==> config.mk <==
export PLATFORM = sky130hd
export DESIGN_NAME = johnson_ring_gen
export DESIGN_NICKNAME = d
export VERILOG_FILES = /design/src/rtl/johnson_ring_gen.sv
export SDC_FILE = /design/constraint.sdc
export NUM_CORES = 1
export LEC_CHECK = 0
export ABC_AREA = 1
export BUFFER_PORTS_ARGS = -buffer_cell sky130_fd_sc_hd__buf_2
export CORE_MARGIN = 5
export CORE_UTILIZATION = 25
export CTS_BUF_LIST = sky130_fd_sc_hd__clkbuf_8 sky130_fd_sc_hd__clkbuf_16
export CTS_CLUSTER_SIZE = 16
export DETAILED_ROUTE_END_ITERATION = 10
export PLACE_DENSITY = 0.45
export SYNTH_ARGS = -nofsm -noshare
export SYNTH_HDL_FRONTEND = slang
export SYNTH_SLANG_ARGS = --single-unit
==> constraint.sdc <==
create_clock -name clk -period 6.7 [get_ports clk]
set_input_delay 1.34 -clock clk [delete_from_list [all_inputs] [get_ports clk]]
set_output_delay 1.34 -clock clk [all_outputs]
set_load 0.1 [all_outputs]
==> src/rtl/johnson_ring_gen.sv <==
// Width-parametrised ring (one-hot) / twisted-ring (Johnson) counter with
// load legality checking, direction control, phase index and wrap/err pulses.
module johnson_ring_gen #(
  parameter  int unsigned WIDTH = 4,
  localparam int unsigned PW    = $clog2(2 * WIDTH)
) (
  input  logic             clk,
  input  logic             rst,
  input  logic             en,
  input  logic             dir,
  input  logic             mode,
  input  logic             load,
  input  logic [WIDTH-1:0] load_val,
  output logic [WIDTH-1:0] out,
  output logic [PW-1:0]    phase,
  output logic             wrap,
  output logic             err
);

  localparam int unsigned WP1 = WIDTH + 1;

  logic [WIDTH-1:0] out_q, out_d;
  logic [PW-1:0]    phase_q, phase_d;
  logic             mode_q, mode_d;
  logic             wrap_q, wrap_d;
  logic             err_q, err_d;

  function automatic logic [WIDTH-1:0] seed_of(input logic m);
    return m ? '0 : WIDTH'(1);
  endfunction

  function automatic int unsigned ones_of(input logic [WIDTH-1:0] v);
    int unsigned n;
    n = 0;
    for (int unsigned i = 0; i < WIDTH; i++) n = n + 32'(v[i]);
    return n;
  endfunction

  // Mask with the n lowest bits set (n may equal WIDTH).
  function automatic logic [WIDTH-1:0] low_mask(input int unsigned n);
    logic [WIDTH:0] t;
    t = WP1'(1) << n;
    return WIDTH'(t - WP1'(1));
  endfunction

  function automatic logic is_legal(input logic m, input logic [WIDTH-1:0] v);
    int unsigned n;
    n = ones_of(v);
    if (!m) return (n == 1);
    return (v == low_mask(n)) || (v == ~low_mask(WIDTH - n));
  endfunction

  function automatic logic [PW-1:0] phase_of(input logic m, input logic [WIDTH-1:0] v);
    int unsigned n;
    logic [PW-1:0] idx;
    idx = '0;
    if (!m) begin
      for (int unsigned i = 0; i < WIDTH; i++) if (v[i]) idx = PW'(i);
      return idx;
    end
    n = ones_of(v);
    if (v[0] || n == 0) return PW'(n);
    return PW'(2 * WIDTH - n);
  endfunction

  function automatic logic [WIDTH-1:0] step_of(input logic m, input logic d,
                                               input logic [WIDTH-1:0] v);
    if (!d) return {v[WIDTH-2:0], m ? ~v[WIDTH-1] : v[WIDTH-1]};
    return {m ? ~v[0] : v[0], v[WIDTH-1:1]};
  endfunction

  function automatic logic [PW-1:0] phase_step(input logic m, input logic d,
                                               input logic [PW-1:0] p);
    int unsigned per, cur;
    per = m ? 2 * WIDTH : WIDTH;
    cur = 32'(p);
    if (!d) return (cur + 1 == per) ? '0 : PW'(cur + 1);
    return (cur == 0) ? PW'(per - 1) : PW'(cur - 1);
  endfunction

  // Next-state selection in priority order: reset, mode change, correction, load, step.
  always_comb begin
    out_d   = out_q;
    phase_d = phase_q;
    mode_d  = mode_q;
    wrap_d  = 1'b0;
    err_d   = 1'b0;
    if (rst || (mode != mode_q)) begin
      out_d   = seed_of(mode);
      phase_d = '0;
      mode_d  = mode;
    end else if (!is_legal(mode_q, out_q)) begin
      out_d   = seed_of(mode_q);
      phase_d = '0;
      err_d   = 1'b1;
    end else if (load) begin
      if (is_legal(mode_q, load_val)) begin
        out_d   = load_val;
        phase_d = phase_of(mode_q, load_val);
      end else begin
        out_d   = seed_of(mode_q);
        phase_d = '0;
        err_d   = 1'b1;
      end
    end else if (en) begin
      out_d   = step_of(mode_q, dir, out_q);
      phase_d = phase_step(mode_q, dir, phase_q);
      wrap_d  = (out_d == seed_of(mode_q));
    end
  end

  // Reset is folded into the next-state logic, so the register is a plain sync flop.
  always_ff @(posedge clk) begin
    out_q   <= out_d;
    phase_q <= phase_d;
    mode_q  <= mode_d;
    wrap_q  <= wrap_d;
    err_q   <= err_d;
  end

  assign out   = out_q;
  assign phase = phase_q;
  assign wrap  = wrap_q;
  assign err   = err_q;

endmodule

---- Yosys cells after proc, flatten, opt, wreduce, memory -nomap -nowiden ----
Cells that the tools add are included.
storage, ports and cells
  logic and storage cells ................. 111
  flip-flop bits (word level) ............. 10
operators by class
  add/subtract/negate cells ............... 16
  shifts and indexed selects .............. 4
  equality and inequality tests ........... 10
  muxes and demuxes ....................... 61
  reductions and logical operators ........ 9
  bitwise logic cells ..................... 6
operator list
  kind                    number
  $shl A1 B32 Y4 const A  2
  $mux W4                 12
  $mux W3                 13
  $mux W1                 36
  $logic_not A32 Y1       1
  $eq A4 B4 Y1            5
  $sub A4 B1 Y4 const B   4
  $sub A3 B4 Y5 const A   2
  $add A3 B1 Y4           2
  $eq A4 B1 Y1 const B    2
  $not A4 Y4              2
  $shl A1 B4 Y4 const A   2
  $add A2 B1 Y3           2
  $sub A3 B1 Y3 const B   2
  $add A1 B1 Y2           2
  $add A3 B1 Y4 const B   1
  $eq A4 B1 Y1            1
  $logic_or A1 B1 Y1      4
  $ne A4 B4 Y1 const B    1
  $not A1 Y1              4
  $reduce_or A4 Y1        1
  $logic_not A3 Y1        1
  $sub A1 B3 Y3 const A   1
  $reduce_bool A2 Y1      1
  other kinds (2)         2

---- Logic depth before layout (Yosys ltp) ----
Gate-level depths: netlist of run 1.
  depth in word-level cells ............... 30
  depth in mapped cells ................... 20
  mapped depth without buffers ............ 20

---- Worst setup path after synthesis of run 1 ----
No wires, ideal clock.
  path kind ............................... input to register
  from .................................... input load_val[0]
  to ...................................... register out_q[0] (netlist: out[0]) (data pin)
  setup time .............................. 0.140 ns
  path buffers ............................ 0
  arrival ................................. 4.057 ns
  stages on the path ...................... 17
  required time ........................... 6.560 ns
  setup slack ............................. 2.503 ns
  path through ............................ fa_1 -> ha_1 -> ha_1 -> inv_1 -> ha_1 -> ha_1 -> nand2_1 -> ha_1 -> xnor2_1 -> nand2_1 -> a21oi_2 -> nand2_1 -> nand2_2 -> nand2_2 -> nand2_1 -> nand2_1 -> a21oi_2
on the way
  cells in the longest elaborated chain, start to end .. 17
RTL lines
  item                  RTL line  text
  start, declared       13        input logic [WIDTH-1:0] load_val,
  $add A1 B1 Y2         35        for (int unsigned i = 0; i < WIDTH; i++) n = n + 32'(v[i]);
  $add A2 B1 Y3         35
  $add A3 B1 Y4         35
  $sub A3 B4 Y5         50        return (v == low_mask(n)) || (v == ~low_mask(WIDTH - n));
  $shl A1 B32 Y4        42        t = WP1'(1) << n;
  $sub A4 B1 Y4         43        return WIDTH'(t - WP1'(1));
  $not A4 Y4            50
  $eq A4 B4 Y1          50
  (+2 left out)         n/a
  $mux W1               96        end else if (load) begin
  $mux W1               92        end else if (!is_legal(mode_q, out_q)) begin
  $mux W1               88        if (rst || (mode != mode_q)) begin
  $mux W4 *             97        if (is_legal(mode_q, load_val)) begin
  $mux W4 *             96
  $mux W4 *             92
  $mux W4 *             88
  named net out_d[0]    22        logic [WIDTH-1:0] out_q, out_d;
  end signal, assigned  114       out_q <= out_d;
  end, declared         22
Mark *: on every way through the listed nets, which the timed path passes. The rest lies on a longest branch. The select of a mux whose other input is x is not followed.
A chain may end at the register's enable or synchronous reset.

---- Final worst setup path of run 1 ----
  from .................................... input load_val[0]
  to ...................................... register out_q[3] (netlist: out[3]) (data pin)
on the way
  cells in the longest elaborated chain, start to end .. 17
RTL lines
  item                RTL line
  $add A1 B1 Y2       35
  $add A2 B1 Y3       35
  $add A3 B1 Y4       35
  $sub A3 B4 Y5       50
  $shl A1 B32 Y4      42
  $sub A4 B1 Y4       43
  $not A4 Y4          50
  $eq A4 B4 Y1        50
  $logic_or A1 B1 Y1  50
  $mux W1 *           50
  $mux W1 *           96
  $mux W1 *           92
  $mux W1 *           88
  $mux W4 *           97
  $mux W4 *           96
  $mux W4 *           92
  $mux W4 *           88
Every way passes the cells marked *; elsewhere a longest branch is shown, timed or not. The select of a mux whose other input is x is not followed.

==> results.ini, run 1 <==
[grt]
busiest_layer=met2
grt_max_degree=12
grt_first_pass_wirelength_um=6470
met2_usage_pct=15.9
grt_pass1_vias=1409
grtUsageMet1_pct=14.9
track_usage_pct=10.2
grtUsageMet3_pct=1.66
antenna_found_initial=0
gr-total-overflow=0

[logic_synthesis]
syn_nets=277
ys_seq_area_share_pct=15.9
synthArstFlopShare_pct=0
ys_warn_count=0
yosys_most_used_dff=edfxtp_1
synthAdderAreaFrac_pct=24.9
synthesis.area_um2=1580
synthTopCellsByArea=ha_1 20%, nand2_1 17%, edfxtp_1 9.5%
yosysMostFrequentCell=nand2_1
synth_common_cells=72 x nand2_1, 33 x inv_1, 25 x ha_1, 22 x nand3_1, 16 x nor2_1
synthCells=238
ys_ff_latch=10
yosysTopAreaCell=ha_1
synthMuxAreaShare_pct=0
synth_top_family_by_area=simple AND/OR/NAND/NOR gates
synth_compound_area_share_pct=10.6
synth_xor_area_share_pct=5.00
syn_avg_cell_area_um2=6.62
ys_types=31
synthSimpleGateAreaFrac_pct=34.3
synth_top_area_share_pct=19.8
synth-edff-count=5

[floorplanning]
die_width_um=89.4
die_h_um=89.4
start_util_pct=25.3
core_um2=6240
io_pins=19
rows=29
dieArea_um2=7990

[clock_tree]
clock_path_buffers=2
cts_root_buf=clkbuf_8
cts_sinks=10
path_clk_slew_ps=50
insertion_delay_ps=240
cts_tree=yes
htreeDepth=1
cts_hold_buffers=0
postCtsSetupBuffers=0
post_cts_resized=0
cts_buffers=3

[timing]
slew_headroom_pct=67.1
period_needed_ps=4350
fin_crit_sh_pct=65.0
timing.hold.ws_ps=639
finClkSkew_ps=5.35
hold_violations=0
maxClockFrequency_ghz=0.230
rsz0062_at_grt=no
slew_viol_final=0
fin_ws_ps=2350
setup_viol=0
setup-tns-final_ps=0
worstMarginPinSlew_ps=497

[finish]
fin_util_pct=28.9
antenna_cells=0
drive_above_1_share_pct=14.0
stdcell_area_um2=1810
final_nets=298
synthToLayoutAreaGrowth_pct=14.5

[min_path]
hp-start=phase[1]
hold_path_class=register to register

[detailed_routing]
drt_pass1_iterations=4
viasPerCell=4.42
drt-initial-drc-count=69
num_vias=1482
drc=0
routed_wl_um=3880
ant_nets=0
wl_per_cell_um=11.6

[critical_path]
cp.required_ps=6780
cp_max_fo=8
end_kind=register
start_kind=primary input
crit_arrival_ps=4440
crit_type=primary input to register
rr_startpoint=out[0]
critPathLaunch=load_val[0]

[placement]
dpl-instance-area_um2=1750
port_buffers=18
globalplace.congestion=0.770
dp_hpwl_um=3170
dp_worst_setup_slack_ps=2130

[power]
powerDensity_nw_per_um2=355
switching_share_pct=55.9
seqPwrFrac_pct=15.4
p_int_mw=0.283
ir_worst_vdd_v=0.000192
p_comb_share_pct=72.6
switchingPower_mw=0.358
clkPwrFrac_pct=12.0
leakage_nw=0.918

[job]
drv_cap=0

[outcome]
status=finished, final reports clean

worst max-delay path, stage by stage:
cell     delay, ps
buf_2          140
fa_1           510
ha_1           250
ha_1           320
inv_1           80
ha_1           200
ha_1           380
nand2_1        110
ha_1           300
xnor2_1        130
nand2_1         80
a21oi_2        100
nand2_1         80
nand2_2        150
nand3_1        100
a21oi_1        160
metrics by stage:
step	cells	power (mW)
finish	335	0.641
global placement	331	0.569
global route	335	0.718
detailed placement	331	0.568
CTS	335	0.647
floorplan	238	0.483
metal layers:
metal	part of all wire, %	vias up	wire [µm]
li1	-	803	-
met1	53	652	2060
met2	43	25	1680
met3	3.2	2	123
met4	0.33	0	13
met5	0	-	0
final cells by class:
| type | instances | area [µm²] |
|---|---|---|
| inverters | 35 | 134 |
| flip-flops and latches | 10 | 250 |
| clock buffers | 4 | 55.1 |
| multi-input cells | 191 | 1180 |
| well taps | 77 | 96.3 |
| repair buffers | 18 | 90.1 |
| fillers | 711 | 4440 |
power groups by stage:
stage | combinational (mW) | sequential (mW) | clock [mW]
2_1_floorplan | 0.312 | 0.171 | 0
3_3_place_gp | 0.469 | 0.100 | 0
3_5_place_dp | 0.468 | 0.100 | 0
4_1_cts | 0.470 | 0.0993 | 0.0777
5_1_grt | 0.534 | 0.101 | 0.0816
6_report | 0.465 | 0.0986 | 0.0767
sequential cells by signal, summed over array words and instances, names as in the netlist:
| signal | flops |
|---|---|
| wrap | 1 |
| phase | 3 |
| err | 1 |
| out | 4 |
| mode_q | 1 |
worst paths after layout:
| kind | end | slack (ps) | depth (start not counted) |
|---|---|---|---|
| min reg2reg | phase[1] | 640 | 4 |
| min | phase[1] | 640 | 4 |
| max | out[3] | 2350 | 16 |
| max reg2reg | out[3] | 3060 | 15 |
kinds of logic (layout without fill, tap and decap cells):
kind of cell,Yosys count,in the layout
buf+inv,37,57
simple gates,124,124
flops,10,10
xor+xnor,9,9
fa+ha+maj,29,29
compound gates,29,29
cell usage in the layout (no fill, tap or decap), drive strengths merged:
master and n:
a2111oi 1, a21oi 16, a22oi 2, a31oi 1, and2 1, buf 18
clkbuf 4, dfxtp 5, edfxtp 5, fa 4, ha 25, inv 35
nand2 75, nand3 22, nand3b 1, nand4 1, nor2 20, nor3 3
o211ai 2, o21ai 7, or2 1, xnor2 5, xor2 4
No activity file was read; power rests on OpenSTA's default activity.
==> run 2: changes to the inputs <==
--- a/config.mk
+++ b/config.mk
@@ -5,14 +5,14 @@
 export SDC_FILE = /design/constraint.sdc
 export NUM_CORES = 1
 export LEC_CHECK = 0
-export ABC_AREA = 1
+export ABC_AREA = 0
 export BUFFER_PORTS_ARGS = -buffer_cell sky130_fd_sc_hd__buf_2
 export CORE_MARGIN = 5
 export CORE_UTILIZATION = 25
 export CTS_BUF_LIST = sky130_fd_sc_hd__clkbuf_8 sky130_fd_sc_hd__clkbuf_16
 export CTS_CLUSTER_SIZE = 16
 export DETAILED_ROUTE_END_ITERATION = 10
-export PLACE_DENSITY = 0.45
+export PLACE_DENSITY = 0.46
 export SYNTH_ARGS = -nofsm -noshare
 export SYNTH_HDL_FRONTEND = slang
 export SYNTH_SLANG_ARGS = --single-unit
==> constraint.sdc (replaced) <==
create_clock -name clk -period 3.92 [get_ports clk]
set_input_delay 0.784 -clock clk [delete_from_list [all_inputs] [get_ports clk]]
set_output_delay 0.784 -clock clk [all_outputs]
set_load 0.1 [all_outputs]
==> run 2 against run 1 <==
  * Combinational power up 89%
  * Largest power group unchanged
  * Clock power grew 49%
  * Synthesized area shrank 3.8%
  * Critical path type unchanged
  * Non-clock buffer count grew 14
  * Worst setup slack lost 2100 ps
  * Total power rose by 79%
  * Highest routed layer unchanged
  * Clock-buffer cell count shrank 1
  * Cell area increased by 5.4%
  * Cell count decreased by 16%
  * Global-route usage is 0.47 points lower
  * Sequential cell count did not move
==> results.ini, run 2 <==
[critical_path]
crit_type=primary input to register  ; unchanged
rr_startpoint=out[1]  ; was out[0]
cp.required_ps=3910  ; was 6780 ps
reg2regPathDepth=12  ; was 15
critPathLaunch=load_val[0]  ; unchanged
r2r-end=out[2]  ; was out[3]
crit_path_end=out[2]  ; was out[3]
crit_arrival_ps=3660  ; was 4440 ps
start_kind=primary input  ; unchanged
end_kind=register  ; unchanged
cp_max_fo=6  ; was 8
r2r_slack_ps=280  ; was 3060 ps

[finish]
final_nets=245  ; was 298
drive_above_1_share_pct=26.8  ; was 14.0%
layout_common_cells=20 x ha_1, 18 x buf_2, 17 x nor2_1  ; was 72 x nand2_1, 33 x inv_1, 25 x ha_1
synthToLayoutAreaGrowth_pct=25.5  ; was 14.5%
fin_util_pct=32.1  ; was 28.9%
final_common_cell=ha_1  ; was nand2_1
largest_register_ffs=4  ; unchanged
antenna_cells=0  ; unchanged

[detailed_routing]
wl_per_cell_um=12.4  ; was 11.6 µm
drc=0  ; unchanged
drt_pass1_iterations=4  ; unchanged
ant_nets=0  ; unchanged
drt-initial-drc-count=38  ; was 69
routed_wl_um=3470  ; was 3880 µm
viasPerCell=4.54  ; was 4.42
num_vias=1272  ; was 1482

[timing]
worstMarginPinSlew_ps=823  ; was 497 ps
slew_headroom_pct=45.2  ; was 67.1%
period_needed_ps=3670
fin_crit_sh_pct=93.5
maxClockFrequency_ghz=0.273
slew_viol_final=0  ; unchanged
finClkSkew_ps=6.46  ; was 5.35 ps
setup-tns-final_ps=0  ; unchanged
setup_viol=0  ; unchanged
hold_violations=0  ; unchanged
rsz0062_at_grt=no  ; unchanged

[placement]
dp_hpwl_um=2850  ; was 3170 µm
port_buffers=18  ; unchanged
globalplace.congestion=0.745  ; was 0.770

[clock_tree]
htreeDepth=1  ; unchanged
cts_buffers=3  ; unchanged
cts_tree=yes  ; unchanged
insertion_delay_ps=240  ; about the same
postCtsSetupBuffers=0  ; unchanged
post_cts_resized=0  ; unchanged
path_clk_slew_ps=60  ; was 50 ps
cts_hold_buffers=0  ; unchanged
cts_root_buf=clkbuf_8  ; unchanged
clock_path_buffers=2  ; unchanged
cts_sinks=10  ; unchanged

[logic_synthesis]
ys_warn_count=0  ; unchanged
synth_xor_area_share_pct=12.0  ; was 5.00%
ys_seq_area_share_pct=16.5  ; was 15.9%
yosys_most_used_dff=edfxtp_1  ; unchanged
synthTopCellsByArea=ha_1 21%, edfxtp_1 9.9%, xnor2_1 6.9%  ; was ha_1 20%, nand2_1 17%, edfxtp_1 9.5%
ys_ff_latch=10  ; unchanged
synth-edff-count=5  ; unchanged
synthAdderAreaFrac_pct=25.9  ; was 24.9%
synth_top_family_by_area=adder cells  ; was simple AND/OR/NAND/NOR gates
yosysMostFrequentCell=ha_1  ; was nand2_1
synth_common_cells=25 x ha_1, 17 x inv_1, 17 x nor2_1, 12 x nand2_1, 12 x xnor2_1  ; was 72 x nand2_1, 33 x inv_1, 25 x ha_1, 22 x nand3_1, 16 x nor2_1
synthSimpleGateAreaFrac_pct=18.2  ; was 34.3%
synthesis.area_um2=1520  ; was 1580 µm²
synthMuxAreaShare_pct=5.53  ; was 0%
synth_compound_area_share_pct=15.5  ; was 10.6%
synth_top_area_share_pct=20.6  ; was 19.8%
yosysTopAreaCell=ha_1  ; unchanged
syn_avg_cell_area_um2=8.62  ; was 6.62 µm²
synthCells=176  ; was 238
synthArstFlopShare_pct=0  ; unchanged
ys_types=41  ; was 31
syn_nets=215  ; was 277

[min_path]
worstHoldPathCells=2  ; was 4
hold_path_class=register to register  ; unchanged

[power]
switching_share_pct=50.8  ; was 55.9%
p_int_mw=0.564  ; was 0.283 mW
seqPwrFrac_pct=13.4  ; was 15.4%
ir_worst_vdd_v=0.000450  ; was 0.000192 V
p_comb_share_pct=76.6  ; was 72.6%
switchingPower_mw=0.583  ; was 0.358 mW
powerDensity_nw_per_um2=603  ; was 355 nW/µm²
clkPwrFrac_pct=10.0  ; was 12.0%
leakage_nw=0.817  ; was 0.918 nW

[job]
drv_cap=0  ; unchanged

[floorplanning]
rows=28  ; was 29
io_pins=19  ; unchanged
core_um2=5920  ; was 6240 µm²
die_h_um=87.9  ; was 89.4 µm
dieArea_um2=7720  ; was 7990 µm²
die_width_um=87.9  ; was 89.4 µm
start_util_pct=25.6  ; was 25.3%

[outcome]
status=finished, final reports clean  ; unchanged

[grt]
gr-total-overflow=0  ; unchanged
track_usage_pct=9.76  ; was 10.2%
grt_pass1_vias=1253  ; was 1409
grt_max_degree=22  ; was 12
antenna_found_initial=0  ; unchanged
grt_first_pass_wirelength_um=5960  ; was 6470 µm

-- run 2: cell types whose count changed after synthesis, moves of 5 or more --
cell     change
xnor2_1      +7
nor3_1       +5
nand2_1     -60
nand3_1     -20
mux2i_1      +5
inv_1       -16
-- run 2: power by group through the flow --
stage	Clock, mW	Sequential, mW	Combinational [mW]
after floorplan	0	0.276	0.601
after global placement	0	0.156	0.893
after detailed placement	0	0.157	0.888
after CTS	0.118	0.154	0.896
after global routing	0.123	0.157	0.976
final	0.114	0.154	0.879
-- run 2: worst min path at each step --
stage	startpoint	end
floorplan	mode_q	err
global placement	phase[1]	phase[1]
detailed placement	phase[1]	phase[1]
CTS	phase[1]	phase[1]
global route	phase[0]	phase[0]
finish	phase[1]	phase[1]
-- run 2: cell families after synthesis --
group / count (synthesis)
and+or+nand+nor: 53
AOI/OAI and AO/OA: 33
adders and majority gates: 29
buffers and inverters: 24
xor gates and xnor gates: 20
DFF: 10
muxes: 7
-- run 2: final cells by class --
| class | instances | area, µm² |
|---|---|---|
| Clock buffer | 3 | 41.3 |
| Fill cell | 655 | 4020 |
| Clock inverter | 1 | 3.75 |
| Tap cell | 75 | 93.8 |
| Timing Repair Buffer | 32 | 195 |
| Inverter | 17 | 66.3 |
| Sequential cell | 10 | 250 |
| Multi-Input combinational cell | 142 | 1250 |
-- run 2: routing by layer --
layer  vias up  GRT usage (%)  routed length [µm]
li1        669              -                   -
met1       576           13.4                1790
met2        23           15.3                1480
met3         4           2.35                 173
met4         0           2.51                  28
met5         -              0                   0
-- run 2: critical path: stages --
cell      delay [ps]
buf_2            110
fa_1             500
ha_1             230
ha_1             290
inv_1             50
ha_1             200
ha_1             300
nand2_1           50
ha_1             180
xor2_1           150
xnor2_1          130
nand3_1           90
o221ai_1         150
buf_4            230
a31oi_1          160
nor2_1            50
-- run 2: per-stage QoR --
step | setup WS, ps | area (µm²) | hold slack [ps] | instances | power (mW)
5_1_grt | 30.1 | 1900 | 713 | 280 | 1.26
2_1_floorplan | -391 | 1600 | 609 | 176 | 0.877
3_5_place_dp | -40.7 | 1860 | 635 | 276 | 1.04
6_report | 254 | 1900 | 631 | 280 | 1.15
3_3_place_gp | 38.5 | 1860 | 629 | 276 | 1.05
4_1_cts | 227 | 1900 | 649 | 280 | 1.17
